**config.mk**
```make
export PLATFORM = sky130hd
export DESIGN_NAME = fetch_sequencer
export DESIGN_NICKNAME = d
export VERILOG_FILES = /design/src/rtl/fetch_sequencer.sv
export SDC_FILE = /design/constraint.sdc
export NUM_CORES = 1
export LEC_CHECK = 0
export ABC_AREA = 1
export BUFFER_PORTS_ARGS = -buffer_cell sky130_fd_sc_hd__buf_2
export CAP_MARGIN = 20
export CELL_PAD_IN_SITES_DETAIL_PLACEMENT = 0
export CELL_PAD_IN_SITES_GLOBAL_PLACEMENT = 1
export CORE_MARGIN = 5
export CORE_UTILIZATION = 48
export CTS_CLUSTER_DIAMETER = 60
export DETAILED_ROUTE_END_ITERATION = 8
export PLACE_DENSITY_LB_ADDON = 0.1
export SLEW_MARGIN = 20
export SYNTH_ARGS = -nofsm -noshare
export SYNTH_HDL_FRONTEND = slang
export SYNTH_SLANG_ARGS = --single-unit
```
**constraint.sdc**
```tcl
create_clock -name clk -period 10 [get_ports clk]
set_input_delay 2 -clock clk [delete_from_list [all_inputs] [get_ports clk]]
set_output_delay 2 -clock clk [all_outputs]
set_load 0.1 [all_outputs]
```
**src/rtl/fetch_sequencer.sv**
```systemverilog
`default_nettype none
// ============================================================================
//  Module      : fetch_sequencer
//  Description : Instruction fetch sequencer. Drives a synchronous
//                instruction memory one word per cycle, buffers the returned
//                words in a DEPTH-entry FIFO, handles redirects (flush) and
//                halts once the PC leaves the valid memory range.
//                Optional performance counters are enabled by defining the
//                macro FETCH_PERF_EN.
//  Revision    : 1.0 - initial release
// ============================================================================
module fetch_sequencer #(
    parameter int MEM_BITS = 11,
    parameter int DEPTH    = 4
) (
    input  logic        clk,
    input  logic        rst,
    input  logic        redirect_valid,
    input  logic [31:0] redirect_pc,
    input  logic        issue_ready,
    output logic [31:0] imem_addr,
    input  logic [31:0] imem_rdata,
    output logic        out_valid,
    output logic [31:0] out_inst,
    output logic [31:0] out_pc,
    output logic        fetch_halted,
    output logic [31:0] perf_fetch_count,
    output logic [31:0] perf_stall_cycles
);

    localparam int c_PTR_W = (DEPTH > 1) ? $clog2(DEPTH) : 1;
    localparam int c_CNT_W = c_PTR_W + 1;
    // One extra bit so count + inflight never overflows the comparison
    localparam int c_OCC_W = c_CNT_W + 1;
    localparam logic [c_OCC_W-1:0] c_DEPTH = c_OCC_W'(DEPTH);

    typedef enum logic [1:0] {
        ST_RUN   = 2'd0,
        ST_FLUSH = 2'd1,
        ST_HALT  = 2'd2
    } state_t;

    state_t               r_state;
    logic [31:0]          r_pc;
    logic [31:0]          r_req_pc;
    logic                 r_inflight;
    logic                 r_kill;
    logic                 r_halted;
    logic [c_CNT_W-1:0]   r_count;
    logic [c_PTR_W-1:0]   r_head;
    logic [c_PTR_W-1:0]   r_tail;
    logic [31:0]          r_buf_inst [DEPTH];
    logic [31:0]          r_buf_pc   [DEPTH];

    logic                 w_pc_in_range;
    logic                 w_pop;
    logic                 w_push;
    logic                 w_issue;
    logic [c_OCC_W-1:0]   w_occ;

    // PC lies inside the instruction memory when no bit above MEM_BITS is set
    assign w_pc_in_range = ((r_pc >> MEM_BITS) == 32'd0);

    // Redirect overrides every buffer and fetch action in the same cycle
    assign w_pop  = (r_count != '0) && issue_ready && !redirect_valid;
    assign w_push = r_inflight && !r_kill && !redirect_valid;

    // Occupancy seen by the issue decision: a same-cycle pop frees a slot
    assign w_occ   = {1'b0, r_count} + c_OCC_W'(r_inflight) - c_OCC_W'(w_pop);
    assign w_issue = (r_state == ST_RUN) && w_pc_in_range &&
                     (w_occ < c_DEPTH) && !redirect_valid;

    assign imem_addr    = r_pc;
    assign out_valid    = (r_count != '0);
    assign out_inst     = r_buf_inst[r_head];
    assign out_pc       = r_buf_pc[r_head];
    assign fetch_halted = r_halted;

    // Control FSM: PC, in-flight tracking, FIFO pointers/count and state
    always_ff @(posedge clk or posedge rst) begin
        if (rst) begin
            r_state    <= ST_RUN;
            r_pc       <= 32'd0;
            r_req_pc   <= 32'd0;
            r_inflight <= 1'b0;
            r_kill     <= 1'b0;
            r_halted   <= 1'b0;
            r_count    <= '0;
            r_head     <= '0;
            r_tail     <= '0;
        end else if (redirect_valid) begin
            r_state    <= ST_FLUSH;
            r_pc       <= redirect_pc;
            r_kill     <= r_inflight;
            r_inflight <= 1'b0;
            r_halted   <= 1'b0;
            r_count    <= '0;
            r_head     <= '0;
            r_tail     <= '0;
        end else begin
            if (w_issue) begin
                r_pc     <= r_pc + 32'd1;
                r_req_pc <= r_pc;
            end
            r_inflight <= w_issue;
            if (w_push) r_tail <= r_tail + c_PTR_W'(1);
            if (w_pop)  r_head <= r_head + c_PTR_W'(1);
            case ({w_push, w_pop})
                2'b10:   r_count <= r_count + c_CNT_W'(1);
                2'b01:   r_count <= r_count - c_CNT_W'(1);
                default: r_count <= r_count;
            endcase
            case (r_state)
                ST_RUN: begin
                    if (!w_pc_in_range && !r_inflight && (r_count == '0)) begin
                        r_state  <= ST_HALT;
                        r_halted <= 1'b1;
                    end
                end
                ST_FLUSH: begin
                    // The killed return (if any) has been dropped by now
                    r_state <= ST_RUN;
                    r_kill  <= 1'b0;
                end
                ST_HALT: begin
                    r_state <= ST_HALT;
                end
                default: begin
                    r_state <= ST_RUN;
                end
            endcase
        end
    end

    // FIFO storage holds {instruction, pc}; contents only matter while counted
    always_ff @(posedge clk) begin
        if (w_push) begin
            r_buf_inst[r_tail] <= imem_rdata;
            r_buf_pc[r_tail]   <= r_req_pc;
        end
    end

`ifdef FETCH_PERF_EN
    logic [31:0] r_perf_fetch;
    logic [31:0] r_perf_stall;
    logic        w_stall;

    // Back-pressure stall: running, PC valid, but the buffer has no room
    assign w_stall = (r_state == ST_RUN) && w_pc_in_range && !w_issue &&
                     !redirect_valid;

    // Free-running performance counters, wrapping at 2^32
    always_ff @(posedge clk or posedge rst) begin
        if (rst) begin
            r_perf_fetch <= 32'd0;
            r_perf_stall <= 32'd0;
        end else begin
            if (w_push)  r_perf_fetch <= r_perf_fetch + 32'd1;
            if (w_stall) r_perf_stall <= r_perf_stall + 32'd1;
        end
    end

    assign perf_fetch_count  = r_perf_fetch;
    assign perf_stall_cycles = r_perf_stall;
`else
    assign perf_fetch_count  = 32'd0;
    assign perf_stall_cycles = 32'd0;
`endif

endmodule
`default_nettype wire

```
# Word-level counts from Yosys, hierarchy flattened
# Memories as Yosys holds them, arrays and structs flattened.
# Cells that the tools add are included.
[totals] ff_bits=76 ramBits=256 inputBits=68 elab_cells=70 memories=2
[classes] addsub=7 order_cmp=1 n_eq_ne=5 n_mux=19 bitwise_logic=1 n_reduce_logical=26
[memory_table] name="r_buf_inst" words=4 width=32 rd=1 rd_ports_with_merged_regs=0 wr=1 line="52" text="logic [31:0] r_buf_inst [DEPTH];"
[memory_table] name="r_buf_pc" words=4 width=32 rd=1 rd_ports_with_merged_regs=0 wr=1 line="53" text="logic [31:0] r_buf_pc [DEPTH];"
[ops] operator="$mux W32" n=2
[ops] operator="$add A32 B1 Y32 const B" n=1
[ops] operator="$logic_not A32 Y1" n=1
[ops] operator="$mux W2" n=6
[ops] operator="$reduce_bool A2 Y1" n=6
[ops] operator="$logic_and A1 B1 Y1" n=9
[ops] operator="$mux W1" n=8
[ops] operator="$pmux W3 S2" n=1
[ops] operator="$reduce_bool A3 Y1" n=2
[ops] operator="$add A2 B1 Y2 const B" n=2
[ops] operator="$add A3 B1 Y4" n=1
[ops] operator="$eq A2 B1 Y1 const B" n=2
[ops] operator="$eq A2 B2 Y1 const B" n=2
[ops] operator="$logic_not A1 Y1" n=4
[ops] operator="$lt A4 B3 Y1 const B" n=1
[ops] operator="$pmux W2 S2" n=1
[ops] operator="$reduce_and A2 Y1" n=2
[ops] operator="$sub A4 B1 Y4" n=1
[ops] operator="$add A3 B1 Y3 const B" n=1
[ops] operator="$logic_not A3 Y1" n=1
[ops] operator="$mux W3" n=1
[ops] operator="$ne A3 B2 Y1 const B" n=1
[ops] operator="$sub A3 B1 Y3 const B" n=1
[ops] operator="$logic_not A2 Y1" n=1
[ops] operator="$not A1 Y1" n=1

# Logic depth before layout (Yosys ltp)
# Gate-level depths: netlist of the first run.
[depth] depth_word=9 ltp_mapped=17 mapped_depth_nobuf=16

# Least setup slack after synthesis of the first run
# OpenSTA, ideal clock, no wires.
[synth_timing] path_type="input port to flip-flop" startpoint="input redirect_valid" endpoint="memory r_buf_inst[0][0], enable pin" setup_time_ns=0.487 t_arrival_ns=5.304 slack_ns=4.209 stages=5 n_path_buf=2 path_cell_list="clkbuf_1 inv_2 buf_2 nand3_1 nor2_1"
[synth_between] elab_chain_cells=4
[synth_lines] element="start: declaration" line="18" text="input logic redirect_valid,"
[synth_lines] element="$logic_not A1 Y1" line="66" text="assign w_push = r_inflight && !r_kill && !redirect_valid;"
[synth_lines] element="$logic_and A1 B1 Y1" line="66"
[synth_lines] element="$mux W1" line="137" text="if (w_push) begin"
[synth_lines] element="$mux W1 (implied by the code)" line="138" text="r_buf_inst[r_tail] <= imem_rdata;"
[synth_lines] element="end: declaration" line="52"
# Every way passes these cells.

# Final worst setup path of the first run
[layout_timing] startpoint="register r_head[0]" endpoint="output out_pc[9]"
[layout_between] elab_chain_cells=1
[layout_lines] element="start: declaration" line="50" text="logic [c_PTR_W-1:0] r_head;"
[layout_lines] element="start signal: assignment" line="107" text="if (w_pop) r_head <= r_head + c_PTR_W'(1);"
[layout_lines] element="$mem_v2 Z4 W32"
[layout_lines] element="end: declaration" line="25" text="output logic [31:0] out_pc,"
# Every way passes these cells.

==> results of run 1 <==
## cell usage after synthesis
cell type  count  area share
buf_4         64       0.036
fa_1           1      0.0015
o21ai_0      143       0.053
a21oi_1        4      0.0015
inv_2          2     0.00056
buf_1          4      0.0011
o22ai_1       64       0.030
a21boi_0       1     0.00056
nor3_1         1     0.00037
nand2_2        2     0.00093
nand3_2        2      0.0015
nand3_1       49       0.018
ha_1           8      0.0074
xor2_1         4      0.0026
nor2_1       158       0.044
buf_6          1     0.00083
nand3b_1       1     0.00056
clkbuf_1      45       0.013
xnor2_1        5      0.0032
nand2_1      168       0.047
edfxtp_1     256        0.57
conb_1         1     0.00028
dfrtp_1       76        0.14
o21bai_1       1     0.00056
or2_0          1     0.00046
nand4_1       13      0.0060
buf_2         13      0.0048
inv_1         52       0.014
nor2_4         1     0.00083
## worst max-delay path by stage
stage | start | end | slack (ns) | depth (start not counted)
2_1_floorplan | redirect_valid | r_buf_inst[0][0] | 4.21 | 5
3_3_place_gp | redirect_valid | r_buf_inst[0][26] | 4.57 | 6
3_5_place_dp | redirect_valid | r_buf_inst[0][23] | 4.53 | 6
4_1_cts | r_head[0] | out_pc[9] | 4.53 | 5
5_1_grt | r_head[0] | out_pc[9] | 4.56 | 6
6_report | r_head[0] | out_pc[9] | 4.75 | 6
## registers in the layout, summed over array words and instances (netlist names), 2 cells and up
name	count
r_buf_pc	128
r_count	3
imem_addr	32
r_req_pc	32
r_state	2
r_buf_inst	128
r_tail	2
r_head	2
## layer usage
metal / wire length [um] / part of all wire / vias to the layer above
li1: - / - / 4150
met1: 12600 / 0.44 / 4083
met2: 13700 / 0.48 / 211
met3: 1650 / 0.058 / 35
met4: 469 / 0.017 / 0
met5: 0 / 0 / -
## worst register-to-register path: stages, from the launching register on
cell	delay, ns
dfrtp_1	0.46
nor3_1	0.47
nor2_1	0.24
nand2_1	0.13
inv_1	0.05
ha_1	0.17
inv_1	0.05
ha_1	0.23
nand3_1	0.11
nand2_1	0.06
nand2_1	0.05
nand2_1	0.06
inv_1	0.27
nand3_2	0.69
nand2_1	0.26
nand2_1	0.06
## cell usage in the layout (no fill, tap or decap), types with 6 or more instances in the layout
cell       count
conb_1        64
clkinv_2       6
nand2_1      168
nor2_1       154
clkbuf_16     37
dfrtp_1       74
o22ai_1       64
nand4_1       13
nand3_1       49
buf_4         10
inv_1         49
ha_1           8
edfxtp_1     256
o21ai_0      143
clkbuf_8       6
buf_2        165
clkbuf_1       9
## area by class of cell
class / instances / area [um^2]
Fill cell: 2450 / 12100
Tap cell: 378 / 473
Multi-Input combinational cell: 691 / 3230
Clock inverter: 14 / 209
Timing Repair Buffer: 176 / 921
Inverter: 54 / 205
Sequential cell: 332 / 9590
Clock buffer: 52 / 1040
## metrics by stage
stage	setup slack (ns)	instances	area, um^2	util
after floorplan	4.21	1204	13700	-
after global placement	4.57	1630	14400	0.519
after global routing	4.56	1697	15700	0.564
final	4.75	1697	15700	0.564
after CTS	4.53	1696	15700	0.564
after detailed placement	4.53	1630	14400	0.519
## cell families (layout without fill, tap and decap cells)
kind of cell / Yosys count / after routing / share of synthesized area
xor+xnor: 9 / 9 / 0.00584
fa+ha+maj: 9 / 9 / 0.00890
compound gates: 213 / 213 / 0.0853
other cells: 1 / 64 / 0.000278
simple gates: 396 / 396 / 0.119
buf+inv: 181 / 296 / 0.0699
flops: 332 / 332 / 0.710
## power breakdown
| group | internal, uW | total [uW] | switching (uW) |
|---|---|---|---|
| combinational | 212 | 1430 | 1220 |
| sequential | 1500 | 1550 | 46.9 |
| clock | 858 | 1370 | 513 |
| total | 2570 | 4350 | 1780 |
==> impl_metrics.ini, run 1 <==
[clocking]
clk_pin_slew_ns = 0.06
cts_setup_buffers = 0
clock_tree.root_cell = clkbuf_16
clkLatencyLatePin_ns = 0.50
clkSinkCount = 332
numCtsBuffers = 36
postCtsHoldBufs = 0
cts_buffer_depth = 3
htreeDepth = 2
cts-resized-gates = 0
cts_tree = done

[sta]
maxSlewHeadroom = 0.310
fmax_mhz = 190
final_hold_viol_count = 0
period_needed_ns = 5.25
setup_tns_ns = 0
setup_viol = 0
drv_slew = 0
fin_skew_ns = 0.0120
rsz0062_at_grt = false
worst_pin_slew_ns = 1.04
finalHoldWorstSlack_ns = 0.507
final.period_utilization = 0.525

[global_route]
use_met1 = 0.243
grt_max_degree = 107
antenna_found_initial = 1
overflow = 0
grt_usage = 0.176
grtUsageMet3 = 0.0360
gr-max-usage-layer = met2
first_global_vias = 8240
grt_pass1_wl_um = 44100
grt_use_met2 = 0.291

[layout]
nNetsFinal = 1368
n_antenna_cell = 0
area_delta_synth_final_pct = 16.1
drive_gt1_frac = 0.188

[worst_setup_path]
critPathBufInv = 4
startpoint_type = register
timing.rr.start = r_count[2]
r2r_slack_ns = 6.53
slowest_stage = dfrtp_4
path_class = register to output pin
critPathTopFamily = buffers and inverters
critPathRequiredTime_ns = 8.00
endpoint_kind = output pin
r2r_cells = 15
slowest_delay_ns = 0.70
r2r_end = r_req_pc[1]
worstPathCellList = clkinv_2 > buf_4 > buf_12 > o21ai_0 > o22ai_1 > buf_2
crit_fanout = 58
crit_arrival_ns = 3.25

[drt]
dr.pass1.iters = 5
drc = 0
vias_per_cell = 5.00
wl_per_cell_um = 16.7
drtIter0Drc = 491
routed_wirelength_um = 28400
postRouteAntennaNets = 0
num_vias = 8479

[worst_hold_path]
worstHoldPathCells = 0
holdPathEnd = r_buf_pc[3][9]
hold_start = r_req_pc[9]
hold_path_class = register to register

[die]
rows = 61
core_area_um2 = 27800
start_util = 0.486
die_w_um = 178
die_y_um = 178
dieArea_um2 = 31600
io_pins = 230

[placed_design]
routabilityCongestion = 0.755
io_buffers = 165
hpwlAfterDp_um = 16000

[synthesis]
ys_warn_count = 0
seq_area_frac_synth = 0.710
synth_cell_type_count = 29
ys_seq_elements = 332
syn-cell-area_um2 = 13500
syn_avg_cell_area_um2 = 11.8
synthCells = 1141

[power_and_ir_drop]
total_power_uw = 4350
ir_worst_vdd_mv = 0.179
p_leak_uw = 0.00681
power_density_nw_per_um2 = 278

[flow_run]
drv_cap = 0

[outcome]
outcome = finished, final reports clean
Note: power is estimated with default switching activity, not from simulation.
==> inputs of run 2 (changes only) <==
Settings changed: CORE_UTILIZATION 48 to 45.
Clock period 10 ns to 5.5 ns, I/O delays scaled along.
==> run 2 against run 1 <==
Register-to-register slack got worse by 4.5 ns. Sequential power is 81% higher. Combinational power is 83% higher. Clock power rose by 72%. Final area fell by 0.28%. Hold slack gained 0.0056 ns. Global-route usage down 0.89 points. Largest cell class unchanged. Largest power group unchanged.
==> impl_metrics.ini, run 2 (synthesis results as in run 1) <==
[worst_setup_path]
path_class = register to output pin
r2r_cells = 15
r2r_end = r_req_pc[20]
r2r_slack_ns = 2.01
timing.rr.start = r_count[2]
endpoint_kind = output pin
endpoint = out_pc[14]
crit_start = r_head[0]
worstPathCellList = buf_4 > o21ai_0 > o22ai_1 > buf_2
slowest_delay_ns = 0.85
critPathRequiredTime_ns = 4.40
crit_arrival_ns = 3.16
crit_fanout = 101
startpoint_type = register
slowest_stage = buf_4

[die]
dieArea_um2 = 33600
io_pins = 230
start_util = 0.455
core_area_um2 = 29600
die_y_um = 183
die_w_um = 183
rows = 63

[clocking]
htreeDepth = 2
cts_tree = done
clkSinkCount = 332
clkLatencyLatePin_ns = 0.51
numCtsBuffers = 36
postCtsHoldBufs = 0
cts_buffer_depth = 3
clk_pin_slew_ns = 0.06
clock_tree.root_cell = clkbuf_16
cts_setup_buffers = 0
cts-resized-gates = 0

[layout]
n_fill_cell = 2648
drive_gt1_frac = 0.183
design_area_um2 = 15600
layout_common_cells = edfxtp_1 (256), nand2_1 (168), buf_2 (165)
nNetsFinal = 1370
final_common_cell = edfxtp_1
reg_top3 = r_buf_inst: 128 flops, r_buf_pc: 128 flops
area_delta_synth_final_pct = 15.8

[placed_design]
routabilityCongestion = 0.752
place_ws_ns = 1.61
hpwlAfterDp_um = 16500
io_buffers = 165
placed_area_um2 = 14500

[outcome]
outcome = finished, final reports clean

[power_and_ir_drop]
power_density_nw_per_um2 = 498
p_leak_uw = 0.00677
ir_worst_vdd_mv = 0.280

[sta]
period_needed_ns = 4.26
final_hold_viol_count = 0
worst_pin_slew_ns = 1.02
maxSlewHeadroom = 0.322
drv_slew = 0
final.period_utilization = 0.774
finalWorstSetupSlack_ns = 1.24
fin_skew_ns = 0.0147
setup_tns_ns = 0
fmax_mhz = 235
setup_viol = 0
rsz0062_at_grt = false
finalHoldWorstSlack_ns = 0.512

[drt]
drc = 0
postRouteAntennaNets = 0
dr.pass1.iters = 4
routed_wirelength_um = 28900
vias_per_cell = 4.96
drtIter0Drc = 418
num_vias = 8477
wl_per_cell_um = 16.9

[global_route]
antenna_found_initial = 0
grt_pass1_wl_um = 45100
first_global_vias = 8387
overflow = 0
grt_max_degree = 102
grt_usage = 0.168

[flow_run]
drv_cap = 0

[worst_hold_path]
hold_path_class = register to register
run 2: area by class of cell:
| cell class | count | area, um^2 | area share |
|---|---|---|---|
| sequential | 332 | 9590 | 0.614 |
| multi-input combinational | 691 | 3230 | 0.207 |
| clock buffer | 54 | 1040 | 0.0666 |
| timing repair buffer | 178 | 936 | 0.0599 |
| tap | 390 | 488 | 0.0312 |
| inverter | 54 | 206 | 0.0132 |
| clock inverter | 10 | 133 | 0.00848 |
| antenna | 1 | 2.50 | 0.000160 |
run 2: worst min path at each step:
| stage | startpoint | endpoint | slack, ns | cells after the start |
|---|---|---|---|---|
| 6_report | r_req_pc[5] | r_buf_pc[3][5] | 0.51 | 0 |
| 5_1_grt | imem_addr[27] | imem_addr[27] | 0.54 | 2 |
| 4_1_cts | imem_addr[27] | imem_addr[27] | 0.52 | 2 |
| 3_5_place_dp | r_req_pc[26] | r_buf_pc[0][26] | 0.51 | 0 |
| 3_3_place_gp | r_kill | r_kill | 0.50 | 2 |
| 2_1_floorplan | r_req_pc[0] | r_buf_pc[0][0] | 0.48 | 0 |
run 2: through the flow:
step | instances | total power, uW | util
floorplan | 1204 | 5090 | -
global placement | 1645 | 5490 | 0.488
detailed placement | 1645 | 5500 | 0.488
CTS | 1709 | 7870 | 0.527
global route | 1709 | 8100 | 0.527
finish | 1710 | 7780 | 0.527
run 2: report_power, final:
group          internal [uW]  switching [uW]  total (uW)
registers               2730            75.0        2810
logic                    381            2240        2620
clock network           1450             904        2350
run 2: per-layer routing:
layer  vias up  track usage  share of wire
met2       222        0.279           0.47
met5         -            0              0
met3        38       0.0317          0.058
met4         0       0.0384          0.016
met1      4054        0.231           0.45
li1       4163            -              -
run 2: critical path: cells and delay by family, from the launching register on:
family,cells,cell delay [ns]
buffers and inverters,2,1.36
flip-flops,1,0.67
AO/OA/AOI/OAI,2,0.61
==> inputs of run 3 (changes only) <==
Settings changed: CORE_UTILIZATION 45 to 40.
Clock period 5.5 ns to 3.48 ns, I/O delays scaled along.
==> run 3 against run 2 <==
Via count grew 1.1%. Final cell count up 3.9%. Worst setup slack got worse by 1.0 ns. Sequential share of layout area is 0.83 points lower. Critical path depth unchanged. Global-route usage down 0.78 points. Clock skew down 0.0060 ns. Wire length is 6.0% higher. Utilization fell by 5.4 points. Hold slack worse by 0.25 ns. Sequential cell count unchanged. Largest cell class unchanged.
==> impl_metrics.ini, run 3 (synthesis results as in run 1) <==
[placed_design]
routabilityCongestion = 0.755
placed_area_um2 = 14700
hpwlAfterDp_um = 17700
place_ws_ns = 0.527
dp.cells = 1713
io_buffers = 165

[worst_hold_path]
hold_path_class = primary input to asynchronous set/reset pin

[die]
rows = 67
start_util = 0.404
die_y_um = 194
dieArea_um2 = 37500
io_pins = 230
core_area_um2 = 33400
die_w_um = 194

[clocking]
numCtsBuffers = 36
htreeDepth = 2
cts_tree = done
clock_tree.root_cell = clkbuf_16
clk_pin_slew_ns = 0.06
postCtsHoldBufs = 0
clkLatencyLatePin_ns = 0.50
cts_setup_buffers = 0
clkSinkCount = 332
cts_buffer_depth = 3
cts-resized-gates = 0

[drt]
wirelength_met1_um = 13600
wl_per_cell_um = 17.2
routed_wirelength_um = 30600
route.met2.wl_um = 14700
drc = 0
vias_per_cell = 4.83
dr.pass1.iters = 5
postRouteAntennaNets = 0
num_vias = 8574
drtIter0Drc = 332
wl_met3_um = 1800
highest_layer = met5

[sta]
finalHoldWorstSlack_ns = 0.263
rsz0062_at_grt = false
setup_viol = 0
drv_slew = 0
fmax_mhz = 306
finalWorstSetupSlack_ns = 0.211
fin_skew_ns = 0.00868
maxSlewHeadroom = 0.503
final_hold_viol_count = 0
final.period_utilization = 0.939
worst_pin_slew_ns = 0.746
period_needed_ns = 3.27

[layout]
design_area_um2 = 15800
n_fill_cell = 3054
nNetsFinal = 1380
drive_gt1_frac = 0.191
area_delta_synth_final_pct = 17.4
layout_common_cells = edfxtp_1 (256), nand2_1 (168), buf_2 (165)
final_core_util = 0.474
final_common_cell = edfxtp_1
n_antenna_cell = 0
multiInputGateArea_um2 = 3230
reg_top3 = r_buf_inst: 128 flops, r_buf_pc: 128 flops
regArea_um2 = 9590
finalNonFillerCells = 1776

[power_and_ir_drop]
p_comb_frac = 0.344
ir_worst_vdd_mv = 0.442
power.clock.fraction = 0.297
sequentialPowerShare = 0.359
power.share.switching = 0.416
power_density_nw_per_um2 = 778
switchingPower_uw = 5130
intPower_uw = 7200
p_leak_uw = 0.00684

[outcome]
outcome = finished, final reports clean

[global_route]
first_global_vias = 8637
antenna_found_initial = 1
overflow = 0
grt_usage = 0.160
grt_max_degree = 79
grt_pass1_wl_um = 48900

[worst_setup_path]
critPathRequiredTime_ns = 2.78
r2r_cells = 16
crit_arrival_ns = 2.57
crit_fanout = 64
endpoint_kind = output pin
path_class = register to output pin
startpoint_type = register

[flow_run]
drv_cap = 0
-- run 3: cell count changes in the layout (fill, tap and decap cells not counted) --
cell        delta
clkbuf_1       -3
bufinv_16      -1
clkinv_8       -1
clkbuf_16      -1
clkinvlp_4     +1
buf_4          +2
buf_12         +8
clkinv_1       +1
clkbuf_8       +3
diode_2        -1
-- run 3: worst paths after layout --
path / from / endpoint / slack (ns)
setup / recovery: r_head[1] / out_pc[16] / 0.21
hold / removal: rst / r_req_pc[15] / 0.26
hold reg to reg: fetch_halted / fetch_halted / 0.49
max in group asynchronous: rst / r_req_pc[21] / 2.54
setup reg to reg: r_count[1] / r_req_pc[20] / 0.52
min in group clk: redirect_pc[14] / imem_addr[14] / 0.39
-- run 3: stage by stage --
step	setup TNS, ns	power (uW)
after global placement	0	8780
after global routing	0	12900
after detailed placement	0	8790
after floorplan	-257.79	8050
after CTS	0	12500
final	0	12300
-- run 3: area by class of cell --
class                      count  share of cell area
clock buffer                  53              0.0660
clock inverter                10             0.00616
inverter                      54              0.0130
multi-input combinational    691               0.204
sequential                   332               0.605
tap                          448              0.0354
timing repair buffer         188              0.0701
-- run 3: layer usage --
metal | global-route usage | vias up
met1 | 0.215 | 4125
met5 | 0 | -
met3 | 0.0358 | 42
met2 | 0.267 | 229
met4 | 0.0357 | 2
li1 | - | 4176
-- run 3: power groups by stage --
stage	Clock (uW)	Sequential, uW	Combinational, uW
global route	3940	4440	4490
global placement	0	4510	4270
floorplan	0	4770	3280
CTS	3770	4430	4280
finish	3660	4430	4240
detailed placement	0	4510	4280
-- run 3: critical path, stage by stage, from the launching register on --
cell and delay [ns]:
dfrtp_2 0.36, buf_4 0.60, o21ai_0 0.22, o22ai_1 0.37, buf_2 0.51
